--- config.mk ---
export PLATFORM = sky130hd
export DESIGN_NAME = instr_fetch_unit
export DESIGN_NICKNAME = d
export VERILOG_FILES = /design/src/rtl/instr_fetch_unit.sv
export SDC_FILE = /design/constraint.sdc
export NUM_CORES = 1
export LEC_CHECK = 0
export BUFFER_PORTS_ARGS = -buffer_cell sky130_fd_sc_hd__clkbuf_2
export CAP_MARGIN = 20
export CORE_MARGIN = 5
export CORE_UTILIZATION = 25
export DETAILED_ROUTE_END_ITERATION = 16
export REMOVE_ABC_BUFFERS = 1
export SYNTH_ARGS = -nofsm -noshare
export SYNTH_HDL_FRONTEND = slang
export SYNTH_SLANG_ARGS = --single-unit
--- constraint.sdc ---
create_clock -name clk -period 2 [get_ports clk]
set_input_delay 0.1 -clock clk [delete_from_list [all_inputs] [get_ports clk]]
set_output_delay 0.1 -clock clk [all_outputs]
set_load 0.02 [all_outputs]
--- src/rtl/instr_fetch_unit.sv ---
// Fetch stage: owns the PC, reads a 1-cycle synchronous instruction memory and queues
// fetched words in a small prefetch FIFO ahead of decode.
module instr_fetch_unit #(
    parameter int unsigned     INS_W      = 19,
    parameter int unsigned     PC_W       = 8,
    parameter int unsigned     FIFO_DEPTH = 4,
    parameter logic [PC_W-1:0] RESET_PC   = '0
) (
    input  logic                        clk,
    input  logic                        reset,
    output logic                        imem_en,
    output logic [PC_W-1:0]             imem_addr,
    input  logic [INS_W-1:0]            imem_rdata,
    output logic [INS_W-1:0]            ins,
    output logic [PC_W-1:0]             ins_pc,
    output logic                        ins_valid,
    input  logic                        ins_ready,
    input  logic                        redirect,
    input  logic [PC_W-1:0]             redirect_pc,
    output logic [$clog2(FIFO_DEPTH):0] fifo_level
);

    localparam int unsigned      PTR_W        = $clog2(FIFO_DEPTH);
    localparam int unsigned      LVL_W        = PTR_W + 1;
    localparam logic [LVL_W:0]   DEPTH_CREDIT = (LVL_W + 1)'(FIFO_DEPTH);

    logic [PC_W-1:0]  fetch_pc_q, fetch_pc_d;
    logic [PC_W-1:0]  tag_pc_q;
    logic             inflight_q;
    logic [PTR_W-1:0] wr_ptr_q, rd_ptr_q;
    logic [LVL_W-1:0] level_q, level_d;
    logic [INS_W-1:0] ins_mem_q [FIFO_DEPTH];
    logic [PC_W-1:0]  pc_mem_q  [FIFO_DEPTH];

    logic [LVL_W:0] credit_used;
    logic           push;
    logic           pop;
    logic           not_empty;

    // Words already in the FIFO plus the one in flight must leave room for the next return.
    always_comb begin
        credit_used = {1'b0, level_q} + (LVL_W + 1)'(inflight_q);
        imem_en     = ~reset & ~redirect & (credit_used < DEPTH_CREDIT);
        imem_addr   = fetch_pc_q;
        not_empty   = (level_q != '0);
        push        = inflight_q & ~redirect;
        ins_valid   = not_empty & ~redirect;
        pop         = ins_valid & ins_ready;
        ins         = not_empty ? ins_mem_q[rd_ptr_q] : '0;
        ins_pc      = not_empty ? pc_mem_q[rd_ptr_q] : '0;
        fifo_level  = level_q;
    end

    always_comb begin
        fetch_pc_d = fetch_pc_q;
        if (redirect) begin
            fetch_pc_d = redirect_pc;
        end else if (imem_en) begin
            fetch_pc_d = fetch_pc_q + 1'b1;
        end
    end

    always_comb begin
        level_d = level_q;
        if (redirect) begin
            level_d = '0;
        end else if (push && !pop) begin
            level_d = level_q + 1'b1;
        end else if (pop && !push) begin
            level_d = level_q - 1'b1;
        end
    end

    always_ff @(posedge clk) begin
        if (reset) begin
            fetch_pc_q <= RESET_PC;
            tag_pc_q   <= '0;
            inflight_q <= 1'b0;
            wr_ptr_q   <= '0;
            rd_ptr_q   <= '0;
            level_q    <= '0;
        end else begin
            fetch_pc_q <= fetch_pc_d;
            inflight_q <= imem_en;
            level_q    <= level_d;
            if (imem_en) begin
                tag_pc_q <= fetch_pc_q;
            end
            if (redirect) begin
                wr_ptr_q <= '0;
                rd_ptr_q <= '0;
            end else begin
                if (push) begin
                    wr_ptr_q <= wr_ptr_q + 1'b1;
                end
                if (pop) begin
                    rd_ptr_q <= rd_ptr_q + 1'b1;
                end
            end
        end
    end

    always_ff @(posedge clk) begin
        if (!reset && push) begin
            ins_mem_q[wr_ptr_q] <= imem_rdata;
            pc_mem_q[wr_ptr_q]  <= tag_pc_q;
        end
    end

endmodule

======== Word-level counts from Yosys, hierarchy flattened ========
Memory sizes are Yosys's and may differ from the RTL's. A register that Yosys moved wholly into a read port is not among the register bits.
Cells that the tools add are included.
storage, ports and cells
  output and inout port bits .............. 40
  register bits after elaboration ......... 24
  RAM bits ................................ 108
  word-level logic and storage cells ...... 44
  memories kept ........................... 2
memories
  memory     words  width  rd ports  clocked after memory_dff  wr ports  RTL line  RTL
  ins_mem_q  4      19     1         1                         1         32        logic [INS_W-1:0] ins_mem_q [FIFO_DEPTH];
  pc_mem_q   4      8      1         1                         1         33        logic [PC_W-1:0] pc_mem_q [FIFO_DEPTH];
cells by class
  bitwise operators ....................... 7
  multiplexer cells ....................... 12
  order comparisons ....................... 1
  add/subtract/negate cells ............... 6
  reductions and logical operators ........ 10
operators with widths
  kind                   number
  $mux W8                3
  $mux W19               1
  $add A8 B1 Y8 const B  1
  $mux W2                4
  $mux W3                2
  $and A1 B1 Y1          5
  $add A2 B1 Y2 const B  2
  $add A3 B1 Y4          1
  $lt A4 B3 Y1 const B   1
  $reduce_bool A2 Y1     2
  $add A3 B1 Y3 const B  1
  $logic_and A1 B1 Y1    3
  $logic_not A1 Y1       3
  $reduce_bool A3 Y1     1
  $sub A3 B1 Y3 const B  1
  $mux W1                2
  $not A1 Y1             2
  $reduce_or A2 Y1       1

======== Depth between registers and ports, before layout ========
Gate-level depths: netlist of the first run.
  depth in word-level cells ............... 6
  mapped depth ............................ 9
  mapped depth without buffers ............ 9

======== Worst setup path before layout of the first run ========
No wires, ideal clock.
  path type ............................... reg2reg
  start ................................... register level_q[0] (netlist: fifo_level[0])
  end ..................................... register level_q[2] (netlist: fifo_level[2])
  path slack .............................. -0.085 ns
  setup time .............................. 0.071 ns
  data required time ...................... 1.929 ns
  buffers on the path ..................... 0
  data arrival time ....................... 2.014 ns
  clock period less this slack ............ 2.085 ns
  stages on the path, launching flop included .. 10
  cells stage by stage .................... dfxtp_1 nor3_1 nor3b_1 inv_1 ha_1 inv_1 fa_1 xor2_1 or3_1 a21oi_1
on the way
  cells in the longest elaborated chain, start to end .. 6
  elaborated cells between the ends (all ways) .. 11
  classes of those cells .................. 2 x add/sub; 2 x mux; 2 x bitwise; 5 x reduce/logical
RTL lines
  element                                                RTL line  RTL
  start: declaration                                     31        logic [LVL_W-1:0] level_q, level_d;
  start signal: assignment                               85        level_q <= level_d;
  branches (longest 6 deep; another with $sub A3 B1 Y3)  -
Parallel ways; which one is timed is not known. The select of a mux whose other input is x is not followed.
A chain may end at the register's enable or synchronous reset.

==> impl_table.tex, run 1 <==
\begin{tabular}{lr}
\hline
Metric & Value \\
\hline
\multicolumn{2}{l}{\textbf{Status}} \\
Result of the run & completed \\
\multicolumn{2}{l}{\textbf{Route}} \\
Average detailed-routed wire length per instance & 16.2 µm \\
Vias per cell & 4.32 \\
Remaining antenna violation count after routing & 0 \\
Detailed Route WL & 11.7 mm \\
Number of remaining DRC errors & 0 \\
DRT Pass-1 Iters & 4 \\
DR vias & 3121 \\
Drt first-iter violations & 165 \\
\multicolumn{2}{l}{\textbf{Synthesis}} \\
Count of mapped cells out of synthesis & 314 \\
Mapped cell area & 5280 µm² \\
Share of synthesized registers carrying an async set or reset & 0 \\
Simple-Gate Fraction of Synth Area & 0.0856 \\
Most frequent cells after synthesis & 108 x sky130\_fd\_sc\_hd\_\_edfxtp\_1, 29 x sky130\_fd\_sc\_hd\_\_nor2b\_1, 27 x sky130\_fd\_sc\_hd\_\_mux4\_2, 26 x sky130\_fd\_sc\_hd\_\_dfxtp\_1, 24 x sky130\_fd\_sc\_hd\_\_nand2\_1 \\
Dominant combinational cell family by area after synthesis & multiplexers \\
Main flop type after synthesis & sky130\_fd\_sc\_hd\_\_edfxtp\_1 \\
Multiplexer area fraction after synthesis & 0.119 \\
Complex-gate fraction of the synthesized area & 0.0339 \\
Count of yosys warnings during synthesis & 0 \\
Number of synthesized flops with an enable pin & 108 \\
Proportion of netlist area held by the largest area contributor & 0.615 \\
Synth Area in Adders & 0.0180 \\
Top cells by area, synth & sky130\_fd\_sc\_hd\_\_edfxtp\_1 61\%, sky130\_fd\_sc\_hd\_\_mux4\_2 12\%, sky130\_fd\_sc\_hd\_\_dfxtp\_1 9.9\% \\
XOR/XNOR Fraction of Synth Area & 0.00830 \\
Number of flip-flops and latches in the synthesized netlist & 134 \\
Leading area contributor after synthesis & sky130\_fd\_sc\_hd\_\_edfxtp\_1 \\
Fraction of the yosys area taken by sequential cells & 0.713 \\
Cell variety after synth & 39 \\
Most repeated cell in the gate-level netlist after synthesis & sky130\_fd\_sc\_hd\_\_edfxtp\_1 \\
Mean area per synthesized cell & 16.8 µm² \\
\multicolumn{2}{l}{\textbf{Floorplan}} \\
Core Region & 20900 µm² \\
\# IOs & 71 \\
Initial core utilization & 0.253 \\
Die height & 155 µm \\
DIE AREA & 24100 µm² \\
Die outline width & 155 µm \\
Floorplan row count & 53 \\
\multicolumn{2}{l}{\textbf{Worst setup path}} \\
Crit-path max cell delay & 0.49 ns \\
Critical path endpoint category & primary output \\
Endpoint arrival time on the critical path & 1.88 ns \\
CP top delay family & multiplexers \\
Critical Path, Cell by Cell & clkbuf\_16, mux4\_2, nor2b\_1, buf\_4 \\
Top fanout value on the critical path & 7 \\
Worst path bufs/invs & 2 \\
Kind of critical path & reg -> out \\
Cell type of the slowest stage on the worst timing path & sky130\_fd\_sc\_hd\_\_mux4\_2 \\
CP startpoint kind & register \\
Worst EP required & 1.90 ns \\
\multicolumn{2}{l}{\textbf{Global route}} \\
Grt ovf & 0 \\
Total global-route track usage & 0.0940 \\
Number of global-route vias before repair & 3223 \\
Antenna violations before repair & 0 \\
Pin count of the biggest net entering global routing & 30 \\
Wire length of the first global-routing pass & 17.3 mm \\
\multicolumn{2}{l}{\textbf{STA}} \\
Final-report setup violation count & 0 \\
Achievable clock frequency & 506 MHz \\
Number of pins exceeding their max-slew limit in the final report & 0 \\
RSZ-0062 raised after global routing & yes \\
Hold Vio Cnt, Final & 0 \\
Max-slew headroom & 0.726 \\
Pin slew with the least headroom to its limit & 0.411 ns \\
Fin crit share & 0.988 \\
Max Clock Skew & 0.00710 ns \\
Min Tclk post-route & 1.98 ns \\
\multicolumn{2}{l}{\textbf{Clocking}} \\
Clock slew seen by the registers of the worst setup and hold paths & 0.06 ns \\
Clk Tree Root Cell & sky130\_fd\_sc\_hd\_\_clkbuf\_16 \\
Number of sinks handled by clock tree synthesis & 134 \\
Insertion delay of the later-clocked pin in the worst-skew pair & 0.41 ns \\
H-Tree Depth & 4 \\
TritonCTS Buffers & 17 \\
Number of buffers on the longest clock path & 2 \\
Clock tree from TritonCTS & built \\
\multicolumn{2}{l}{\textbf{Final layout}} \\
Layout area overhead & 34.1\% \\
Finished Layout Cells & 723 \\
Fraction of layout cells with a size suffix above 1 & 0.373 \\
Filler Cell Count & 2025 \\
Antenna diode count & 0 \\
Final-stage net count & 474 \\
\multicolumn{2}{l}{\textbf{Power}} \\
Leakage power of the design & 2.51 nW \\
Worst vdd ir & 0.565 mV \\
Total power after layout & 6.37 mW \\
Ratio of total power to cell area & 900 nW/µm² \\
\multicolumn{2}{l}{\textbf{Placed design}} \\
Placed Cells incl. Taps & 658 \\
HPWL after detailed placement & 6.74 mm \\
Input/output buffers & 70 \\
Routability cong. & 0.852 \\
\multicolumn{2}{l}{\textbf{Run}} \\
Count of max-cap constraint violations & 0 \\
\multicolumn{2}{l}{\textbf{Hold path}} \\
Worst min-delay path category & in -> reg \\
\hline
\end{tabular}
-- metal layers --
metal | wire length, µm | up-vias | track usage
met5 | 0 | - | 0
met2 | 5950 | 90 | 0.155
met3 | 574 | 14 | 0.0278
met4 | 144 | 0 | 0.0279
met1 | 5080 | 1566 | 0.120
li1 | - | 1451 | -
-- worst reg2reg max path: cells and delay by family (launching register included) --
kind            cells  cell delay, ns
flops               1            0.33
buf+inv             2            0.11
compound gates      1            0.12
xor+xnor            1            0.15
simple gates        3            0.67
fa+ha+maj           2            0.49
-- where the power goes --
group / internal, mW / switching (mW)
combinational: 0.162 / 0.204
sequential: 3.03 / 0.0283
clock: 1.81 / 1.13
-- metrics by stage --
stage               area, µm²  setup WS [ns]  hold slack, ns  TNS, ns  utilization
global placement         6090          0.139           0.316        0        0.291
detailed placement       6090         0.0479           0.324        0        0.291
floorplan                5190          -1.54           0.169   -19.73            -
global route             7080        -0.0401          0.0638   -0.575        0.339
CTS                      6920        -0.0458          0.0387   -0.195        0.331
finish                   7080         0.0250          0.0562        0        0.339
-- path summary, 6_finish.rpt --
check / cells after the start / start / end / slack (ns)
setup / recovery: 4 / register / ins_pc[1] / 0.02
setup reg to reg: 9 / fifo_level[2] / fifo_level[2] / 0.05
hold / removal: 3 / redirect_pc[4] / imem_addr[4] / 0.06
hold reg to reg: 2 / tag_pc_q[5] / tag_pc_q[5] / 0.50
-- final cells by class --
cell class / instances / area (µm²) / share of cell area
clock buffer: 17 / 425 / 0.0601
clock inverter: 14 / 138 / 0.0194
inverter: 9 / 37.5 / 0.00530
multi-input combinational: 155 / 1440 / 0.204
sequential: 134 / 3770 / 0.533
tap: 275 / 344 / 0.0486
timing repair buffer: 119 / 920 / 0.130
-- sequential cells by signal (all words and copies together) (netlist names), named ones only --
register,cells
imem_addr,8
pc_mem_q,32
wr_ptr_q,2
rd_ptr_q,2
fifo_level,3
tag_pc_q,8
inflight_q,1
ins_mem_q,76
-- placed cells by master, fill, tap and decap left out, types with 6 or more instances in the layout --
cell / Yosys / routed
sky130_fd_sc_hd__nor2b_1: 29 / 29
sky130_fd_sc_hd__dlygate4sd3_1: 0 / 27
sky130_fd_sc_hd__nor2_1: 11 / 11
sky130_fd_sc_hd__clkbuf_2: 1 / 57
sky130_fd_sc_hd__buf_12: 0 / 6
sky130_fd_sc_hd__inv_1: 9 / 8
sky130_fd_sc_hd__dfxtp_1: 26 / 22
sky130_fd_sc_hd__mux4_2: 27 / 27
sky130_fd_sc_hd__a21oi_1: 15 / 14
sky130_fd_sc_hd__nand2_1: 24 / 24
sky130_fd_sc_hd__edfxtp_1: 108 / 108
sky130_fd_sc_hd__clkbuf_16: 0 / 19
sky130_fd_sc_hd__buf_4: 2 / 21
-- timing repair --
item,in CTS,in global routing
setup buffers,0,4
pin swaps,0,5
resized for setup,1,33
hold buffers,27,0
endpoints found under the setup margin,13,30
endpoints found under the hold margin,81,0
cloned,0,3
-- cell families (layout without fill, tap and decap cells) --
group,after synthesis,count (layout)
adder cells (fa/ha/maj),7,7
AO/OA/AOI/OAI,29,29
flip-flops,134,134
buffers and inverters,25,159
multiplexers,29,29
XOR/XNOR,5,5
AND/OR/NAND/NOR,85,85
Note: power is estimated with default switching activity, not from simulation.
==> run 2, diff against run 1 <==
- CORE_UTILIZATION: 25 -> 39
==> impl_table.tex, run 2 (same netlist as run 1, synthesis figures left out) <==
\begin{tabular}{lr}
\hline
Metric & Value \\
\hline
\multicolumn{2}{l}{\textbf{Status}} \\
Result of the run & completed \\
\multicolumn{2}{l}{\textbf{Route}} \\
DR vias & 3065 (-1.8\%) \\
Number of remaining DRC errors & 0 (unchanged) \\
Average detailed-routed wire length per instance & 17.1 µm (+5.4\%) \\
Vias per cell & 4.91 (+14\%) \\
Remaining antenna violation count after routing & 0 (unchanged) \\
Detailed Route WL & 10.7 mm (-9.0\%) \\
Drt first-iter violations & 226 (+37\%) \\
DRT Pass-1 Iters & 4 (unchanged) \\
\multicolumn{2}{l}{\textbf{Global route}} \\
Met2 track demand over resource in global routing & 0.222 (+0.0668) \\
Number of global-route vias before repair & 3218 (-0.16\%) \\
Met3 track demand over resource in global routing & 0.0479 (+0.0201) \\
Most utilized layer in the global route result & met2 \\
Antenna violations before repair & 0 (unchanged) \\
Total global-route track usage & 0.135 (+0.0409) \\
Pin count of the biggest net entering global routing & 30 (unchanged) \\
Wire length of the first global-routing pass & 16.6 mm (-4.2\%) \\
Grt ovf & 0 (unchanged) \\
Met1 Use GR & 0.169 (+0.0492) \\
\multicolumn{2}{l}{\textbf{Placed design}} \\
Routability cong. & 0.861 (+1.0\%) \\
Placed Cells incl. Taps & 561 (-15\%) \\
Input/output buffers & 70 (unchanged) \\
Total cell area at the placement stage & 5940 µm² (-2.5\%) \\
HPWL after detailed placement & 6.39 mm (-5.2\%) \\
\multicolumn{2}{l}{\textbf{Final layout}} \\
Antenna diode count & 0 (unchanged) \\
Area used by multi-input combinational logic & 1430 µm² (-0.87\%) \\
FF+latch area & 3770 µm² (about the same) \\
Post-layout utilization of the core & 0.519 (+0.180) \\
Finished Layout Cells & 624 (-14\%) \\
Commonest cells after routing, fill and taps aside & 108 x sky130\_fd\_sc\_hd\_\_edfxtp\_1, 63 x sky130\_fd\_sc\_hd\_\_clkbuf\_2, 27 x sky130\_fd\_sc\_hd\_\_mux4\_2, 26 x sky130\_fd\_sc\_hd\_\_nor2b\_1, 25 x sky130\_fd\_sc\_hd\_\_dfxtp\_1 \\
Most common cell after layout, fill and taps aside & sky130\_fd\_sc\_hd\_\_edfxtp\_1 \\
Register name with the most flops & ins\_mem\_q \\
Number of flip-flops in the largest register & 76 (unchanged) \\
Filler Cell Count & 1119 (-45\%) \\
Final-stage net count & 473 (-0.21\%) \\
Fraction of layout cells with a size suffix above 1 & 0.359 (-0.0134) \\
Layout area overhead & 30.3\% \\
Largest registers & ins\_mem\_q: 76 flops, pc\_mem\_q: 32 flops \\
Finished Cell Area & 6880 µm² (-2.8\%) \\
\multicolumn{2}{l}{\textbf{STA}} \\
Achievable clock frequency & 515 MHz (+1.6\%) \\
Hold Vio Cnt, Final & 0 (unchanged) \\
Fin crit share & 0.972 (-0.0158) \\
Max Clock Skew & 0.00767 ns (+0.000575 ns) \\
Min Tclk post-route & 1.94 ns (-0.0315 ns) \\
Pin slew with the least headroom to its limit & 0.423 ns (+0.0121 ns) \\
Max-slew headroom & 0.718 (-0.00807) \\
Number of pins exceeding their max-slew limit in the final report & 0 (unchanged) \\
RSZ-0062 raised after global routing & yes \\
Final-report setup violation count & 0 (unchanged) \\
\multicolumn{2}{l}{\textbf{Clocking}} \\
Clk Tree Root Cell & sky130\_fd\_sc\_hd\_\_clkbuf\_16 \\
Number of buffers on the longest clock path & 2 (unchanged) \\
H-Tree Depth & 4 (unchanged) \\
Number of sinks handled by clock tree synthesis & 134 (unchanged) \\
Insertion delay of the later-clocked pin in the worst-skew pair & 0.41 ns (about the same) \\
Clock tree from TritonCTS & built \\
TritonCTS Buffers & 17 (unchanged) \\
Clock slew seen by the registers of the worst setup and hold paths & 0.06 ns (about the same) \\
\multicolumn{2}{l}{\textbf{Worst setup path}} \\
Worst path bufs/invs & 2 (unchanged) \\
Critical Path, Cell by Cell & clkbuf\_16, mux4\_2, nor2b\_1, buf\_2 \\
Reg-to-reg critical path startpoint & fifo\_level[0] \\
Endpoint arrival time on the critical path & 1.84 ns (-0.04 ns) \\
Crit-path max cell delay & 0.51 ns (+0.02 ns) \\
CP startpoint kind & register \\
Cell type of the slowest stage on the worst timing path & sky130\_fd\_sc\_hd\_\_mux4\_2 \\
Worst EP required & 1.90 ns (about the same) \\
Critical path endpoint category & primary output \\
Top fanout value on the critical path & 7 (unchanged) \\
Kind of critical path & reg -> out \\
CP top delay family & multiplexers \\
\multicolumn{2}{l}{\textbf{Hold path}} \\
Worst min-delay path category & in -> reg \\
Source of the worst hold timing path & redirect\_pc[0] \\
\multicolumn{2}{l}{\textbf{Power}} \\
Total power after layout & 6.28 mW (-1.4\%) \\
Worst vdd ir & 0.635 mV (+12\%) \\
Leakage power of the design & 2.49 nW (-0.86\%) \\
Ratio of total power to cell area & 914 nW/µm² (+1.5\%) \\
\multicolumn{2}{l}{\textbf{Floorplan}} \\
Core Region & 13200 µm² (-37\%) \\
\# IOs & 71 (unchanged) \\
Die height & 126 µm (-19\%) \\
DIE AREA & 16000 µm² (-34\%) \\
Initial core utilization & 0.398 (+0.146) \\
Die outline width & 126 µm (-19\%) \\
Floorplan row count & 42 (-21\%) \\
\multicolumn{2}{l}{\textbf{Run}} \\
Count of max-cap constraint violations & 0 (unchanged) \\
\hline
\end{tabular}
run 2: cell count changes in the layout (fill, tap and decap cells not counted), sizes merged:
cell	delta
clkinv	-5
dlygate4sd3	-3
clkbuf	+8
buf	-4
inv	+5
bufinv	-1
run 2: path summary, 6_finish.rpt:
| check | to | slack (ns) | cells past startpoint |
|---|---|---|---|
| setup / recovery | ins_pc[5] | 0.06 | 4 |
| hold / removal | imem_addr[0] | 0.02 | 3 |
| setup reg to reg | fifo_level[2] | 0.10 | 9 |
| hold reg to reg | tag_pc_q[5] | 0.50 | 2 |
run 2: power breakdown:
group          internal [mW]  total [mW]  switching [mW]
combinational          0.157       0.354           0.198
sequential              3.03        3.06          0.0273
clock                   1.72        2.87            1.14
run 2: stage by stage:
stage,hold slack [ns],setup slack [ns],TNS [ns]
after floorplan,0.169,-1.54,-19.73
after global placement,0.317,0.103,0
after detailed placement,0.324,0.00819,0
after CTS,0.000644,-0.0285,-0.0806
after global routing,0.0398,-0.0173,-0.0665
final,0.0179,0.0565,0
run 2: worst min-delay path: cells and delay by family:
family,cells,cell delay (ns)
AOI/OAI and AO/OA,1,0.14
buffers and inverters,1,0.08
and+or+nand+nor,1,0.05
run 2: timing repair:
item,CTS,global route
hold buffers,24,0
pin swaps,1,3
hold endpoints to repair,81,0
buffers inserted,3,1
setup endpoints to repair,8,28
gates resized for setup,2,20
cloned,0,3
run 2: per-layer routing:
layer	vias to the layer above	routed length [µm]
met5	-	0
met4	0	125
met3	11	627
met2	92	5180
met1	1513	4760
li1	1449	-
run 2: area by class of cell:
type                       instances  share of cell area
tap                              176              0.0320
timing repair buffer             118               0.126
clock buffer                      19              0.0630
sequential                       134               0.548
multi-input combinational        155               0.208
inverter                           9             0.00546
clock inverter                    13              0.0178
==> run 3, diff against run 2 <==
- clock period: 2 -> 2.1 ns (I/O delays scaled with it)
==> impl_table.tex, run 3 (same netlist as run 1, synthesis figures left out) <==
\begin{tabular}{lr}
\hline
Metric & Value \\
\hline
\multicolumn{2}{l}{\textbf{Global route}} \\
Pin count of the biggest net entering global routing & 30 (unchanged) \\
Grt ovf & 0 (unchanged) \\
Wire length of the first global-routing pass & 16.4 mm (-1.1\%) \\
Number of global-route vias before repair & 3189 (-0.90\%) \\
Total global-route track usage & 0.134 (-0.000531) \\
Antenna violations before repair & 0 (unchanged) \\
\multicolumn{2}{l}{\textbf{Route}} \\
DRT Pass-1 Iters & 7 (+3) \\
Average detailed-routed wire length per instance & 16.5 µm (-3.8\%) \\
Drt first-iter violations & 236 (+4.4\%) \\
Remaining antenna violation count after routing & 0 (unchanged) \\
Number of remaining DRC errors & 0 (unchanged) \\
DR vias & 3036 (-0.95\%) \\
Vias per cell & 4.90 (-0.31\%) \\
Detailed Route WL & 10.2 mm (-4.5\%) \\
\multicolumn{2}{l}{\textbf{Worst setup path}} \\
FF-to-FF End & fifo\_level[2] \\
Endpoint arrival time on the critical path & 2.32 ns (+0.48 ns) \\
Kind of critical path & reg -> reg \\
Top fanout value on the critical path & 2 (-5) \\
Critical path endpoint category & register \\
Reg-to-reg critical path startpoint & fifo\_level[0] \\
Worst-case register-to-register setup slack & 0.12 ns (+0.02 ns) \\
Cells on worst reg2reg path & 9 (unchanged) \\
CP startpoint kind & register \\
Worst EP required & 2.44 ns (+0.54 ns) \\
\multicolumn{2}{l}{\textbf{Power}} \\
Internal power of the cells & 4.66 mW (-5.3\%) \\
Sequential cell fraction of total power & 0.489 (+0.002) \\
Switching Fraction & 0.219 (+0.000629) \\
Total power after layout & 5.96 mW (-5.2\%) \\
Ratio of total power to cell area & 875 nW/µm² (-4.2\%) \\
Part of the total power dissipated in combinational logic & 0.054 (-0.002) \\
Part of the total power dissipated in the clock network & 0.457 (about the same) \\
Leakage power of the design & 2.45 nW (-1.7\%) \\
Switch Pwr & 1.30 mW (-4.9\%) \\
Worst vdd ir & 0.499 mV (-21\%) \\
\multicolumn{2}{l}{\textbf{Placed design}} \\
Total cell area at the placement stage & 5960 µm² (+0.38\%) \\
Input/output buffers & 70 (unchanged) \\
HPWL after detailed placement & 6.24 mm (-2.4\%) \\
Routability cong. & 0.846 (-1.7\%) \\
Placed Cells incl. Taps & 559 (-0.36\%) \\
\multicolumn{2}{l}{\textbf{Clocking}} \\
Clock tree from TritonCTS & built \\
Clk Tree Root Cell & sky130\_fd\_sc\_hd\_\_clkbuf\_16 \\
Number of buffers on the longest clock path & 2 (unchanged) \\
H-Tree Depth & 4 (unchanged) \\
Insertion delay of the later-clocked pin in the worst-skew pair & 0.41 ns (about the same) \\
Number of sinks handled by clock tree synthesis & 134 (unchanged) \\
Clock slew seen by the registers of the worst setup and hold paths & 0.05 ns (about the same) \\
TritonCTS Buffers & 17 (unchanged) \\
\multicolumn{2}{l}{\textbf{Status}} \\
Result of the run & completed \\
\multicolumn{2}{l}{\textbf{Final layout}} \\
Fraction of layout cells with a size suffix above 1 & 0.347 (-0.0125) \\
Final-stage net count & 469 (-0.85\%) \\
Finished Cell Area & 6810 µm² (-1.0\%) \\
Antenna diode count & 0 (unchanged) \\
Most common cell after layout, fill and taps aside & sky130\_fd\_sc\_hd\_\_edfxtp\_1 \\
Commonest cells after routing, fill and taps aside & 108 x sky130\_fd\_sc\_hd\_\_edfxtp\_1, 70 x sky130\_fd\_sc\_hd\_\_clkbuf\_2, 29 x sky130\_fd\_sc\_hd\_\_nor2b\_1, 27 x sky130\_fd\_sc\_hd\_\_mux4\_2, 25 x sky130\_fd\_sc\_hd\_\_dfxtp\_1 \\
Register name with the most flops & ins\_mem\_q \\
Post-layout utilization of the core & 0.514 (-0.00538) \\
FF+latch area & 3770 µm² (unchanged) \\
Area used by multi-input combinational logic & 1410 µm² (-1.5\%) \\
Filler Cell Count & 1146 (+2.4\%) \\
Finished Layout Cells & 620 (-0.64\%) \\
Layout area overhead & 29.0\% \\
Number of flip-flops in the largest register & 76 (unchanged) \\
Largest registers & ins\_mem\_q: 76 flops, pc\_mem\_q: 32 flops \\
\multicolumn{2}{l}{\textbf{STA}} \\
Pin slew with the least headroom to its limit & 0.427 ns (+0.00409 ns) \\
Fin crit share & 0.943 \\
Achievable clock frequency & 505 MHz \\
Max-slew headroom & 0.715 (-0.00273) \\
Max Clock Skew & 0.00514 ns (-0.00254 ns) \\
Number of pins exceeding their max-slew limit in the final report & 0 (unchanged) \\
Final-report setup violation count & 0 (unchanged) \\
Final-layout setup total negative slack & 0 ns (unchanged) \\
Hold Vio Cnt, Final & 0 (unchanged) \\
RSZ-0062 raised after global routing & yes \\
Min Tclk post-route & 1.98 ns \\
\multicolumn{2}{l}{\textbf{Hold path}} \\
Source of the worst hold timing path & redirect\_pc[4] \\
Number of cells on the worst hold path & 3 (unchanged) \\
Worst min-delay path category & in -> reg \\
Min-Delay Endpoint & imem\_addr[4] \\
\multicolumn{2}{l}{\textbf{Floorplan}} \\
Initial core utilization & 0.398 (unchanged) \\
Die outline width & 126 µm (unchanged) \\
DIE AREA & 16000 µm² (unchanged) \\
Core Region & 13200 µm² (unchanged) \\
Die height & 126 µm (unchanged) \\
Floorplan row count & 42 (unchanged) \\
\# IOs & 71 (unchanged) \\
\multicolumn{2}{l}{\textbf{Run}} \\
Count of max-cap constraint violations & 0 (unchanged) \\
\hline
\end{tabular}
-- run 3: cell count changes in the layout (fill, tap and decap cells not counted), sizes merged --
cell,before,now
inv,13,12
clkinvlp,4,6
clkbuf,84,87
clkinv,4,5
buf,29,20
-- run 3: worst max-delay path: stages (launching register included) --
cell and delay [ns]:
sky130_fd_sc_hd__dfxtp_1 0.32, sky130_fd_sc_hd__nor3_2 0.20, sky130_fd_sc_hd__nor3b_1 0.10, sky130_fd_sc_hd__inv_1 0.08
sky130_fd_sc_hd__ha_2 0.18, sky130_fd_sc_hd__inv_1 0.05, sky130_fd_sc_hd__fa_1 0.37, sky130_fd_sc_hd__xor2_1 0.16
sky130_fd_sc_hd__or3_1 0.33, sky130_fd_sc_hd__a21oi_2 0.14
-- run 3: cell type report --
| class | count | share of cell area |
|---|---|---|
| Clock buffer | 17 | 0.0625 |
| Clock inverter | 15 | 0.0191 |
| Multi-Input combinational cell | 155 | 0.207 |
| Tap cell | 176 | 0.0324 |
| Timing Repair Buffer | 114 | 0.120 |
| Inverter | 9 | 0.00552 |
| Sequential cell | 134 | 0.554 |
-- run 3: timing repair --
item                                    CTS  global route
endpoints found under the hold margin    81             0
endpoints found under the setup margin   16             3
gates resized for setup                   1             3
pin swaps                                 0             0
hold buffers                             24             0
gates cloned                              0             0
setup buffers                             0             5
-- run 3: worst max-delay path by stage --
stage                          endpoint          start
after floorplan           fifo_level[2]  fifo_level[0]
after global placement    fifo_level[2]  fifo_level[0]
after detailed placement  fifo_level[2]  fifo_level[0]
after CTS                        ins[5]       register
after global routing      fifo_level[2]  fifo_level[0]
final                     fifo_level[2]  fifo_level[0]
-- run 3: power groups by stage --
| stage | sequential, mW | clock (mW) | combinational (mW) |
|---|---|---|---|
| after global routing | 2.92 | 2.91 | 0.353 |
| final | 2.91 | 2.72 | 0.322 |
| after detailed placement | 2.97 | 0 | 0.285 |
| after global placement | 2.97 | 0 | 0.280 |
| after CTS | 2.91 | 2.78 | 0.323 |
| after floorplan | 2.98 | 0 | 0.130 |
-- run 3: through the flow --
stage | setup WS (ns) | hold WS [ns]
6_report | 0.120 | 0.0375
4_1_cts | 0.0623 | 0.0152
3_5_place_dp | 0.134 | 0.329
2_1_floorplan | -1.44 | 0.174
3_3_place_gp | 0.181 | 0.323
5_1_grt | -0.0380 | 0.0425
-- run 3: layer usage --
metal	up-vias	share of wire	global-route usage
met4	0	0.0086	0.0397
met1	1504	0.45	0.177
met2	88	0.48	0.208
met5	-	0	0
met3	8	0.063	0.0534
li1	1436	-	-
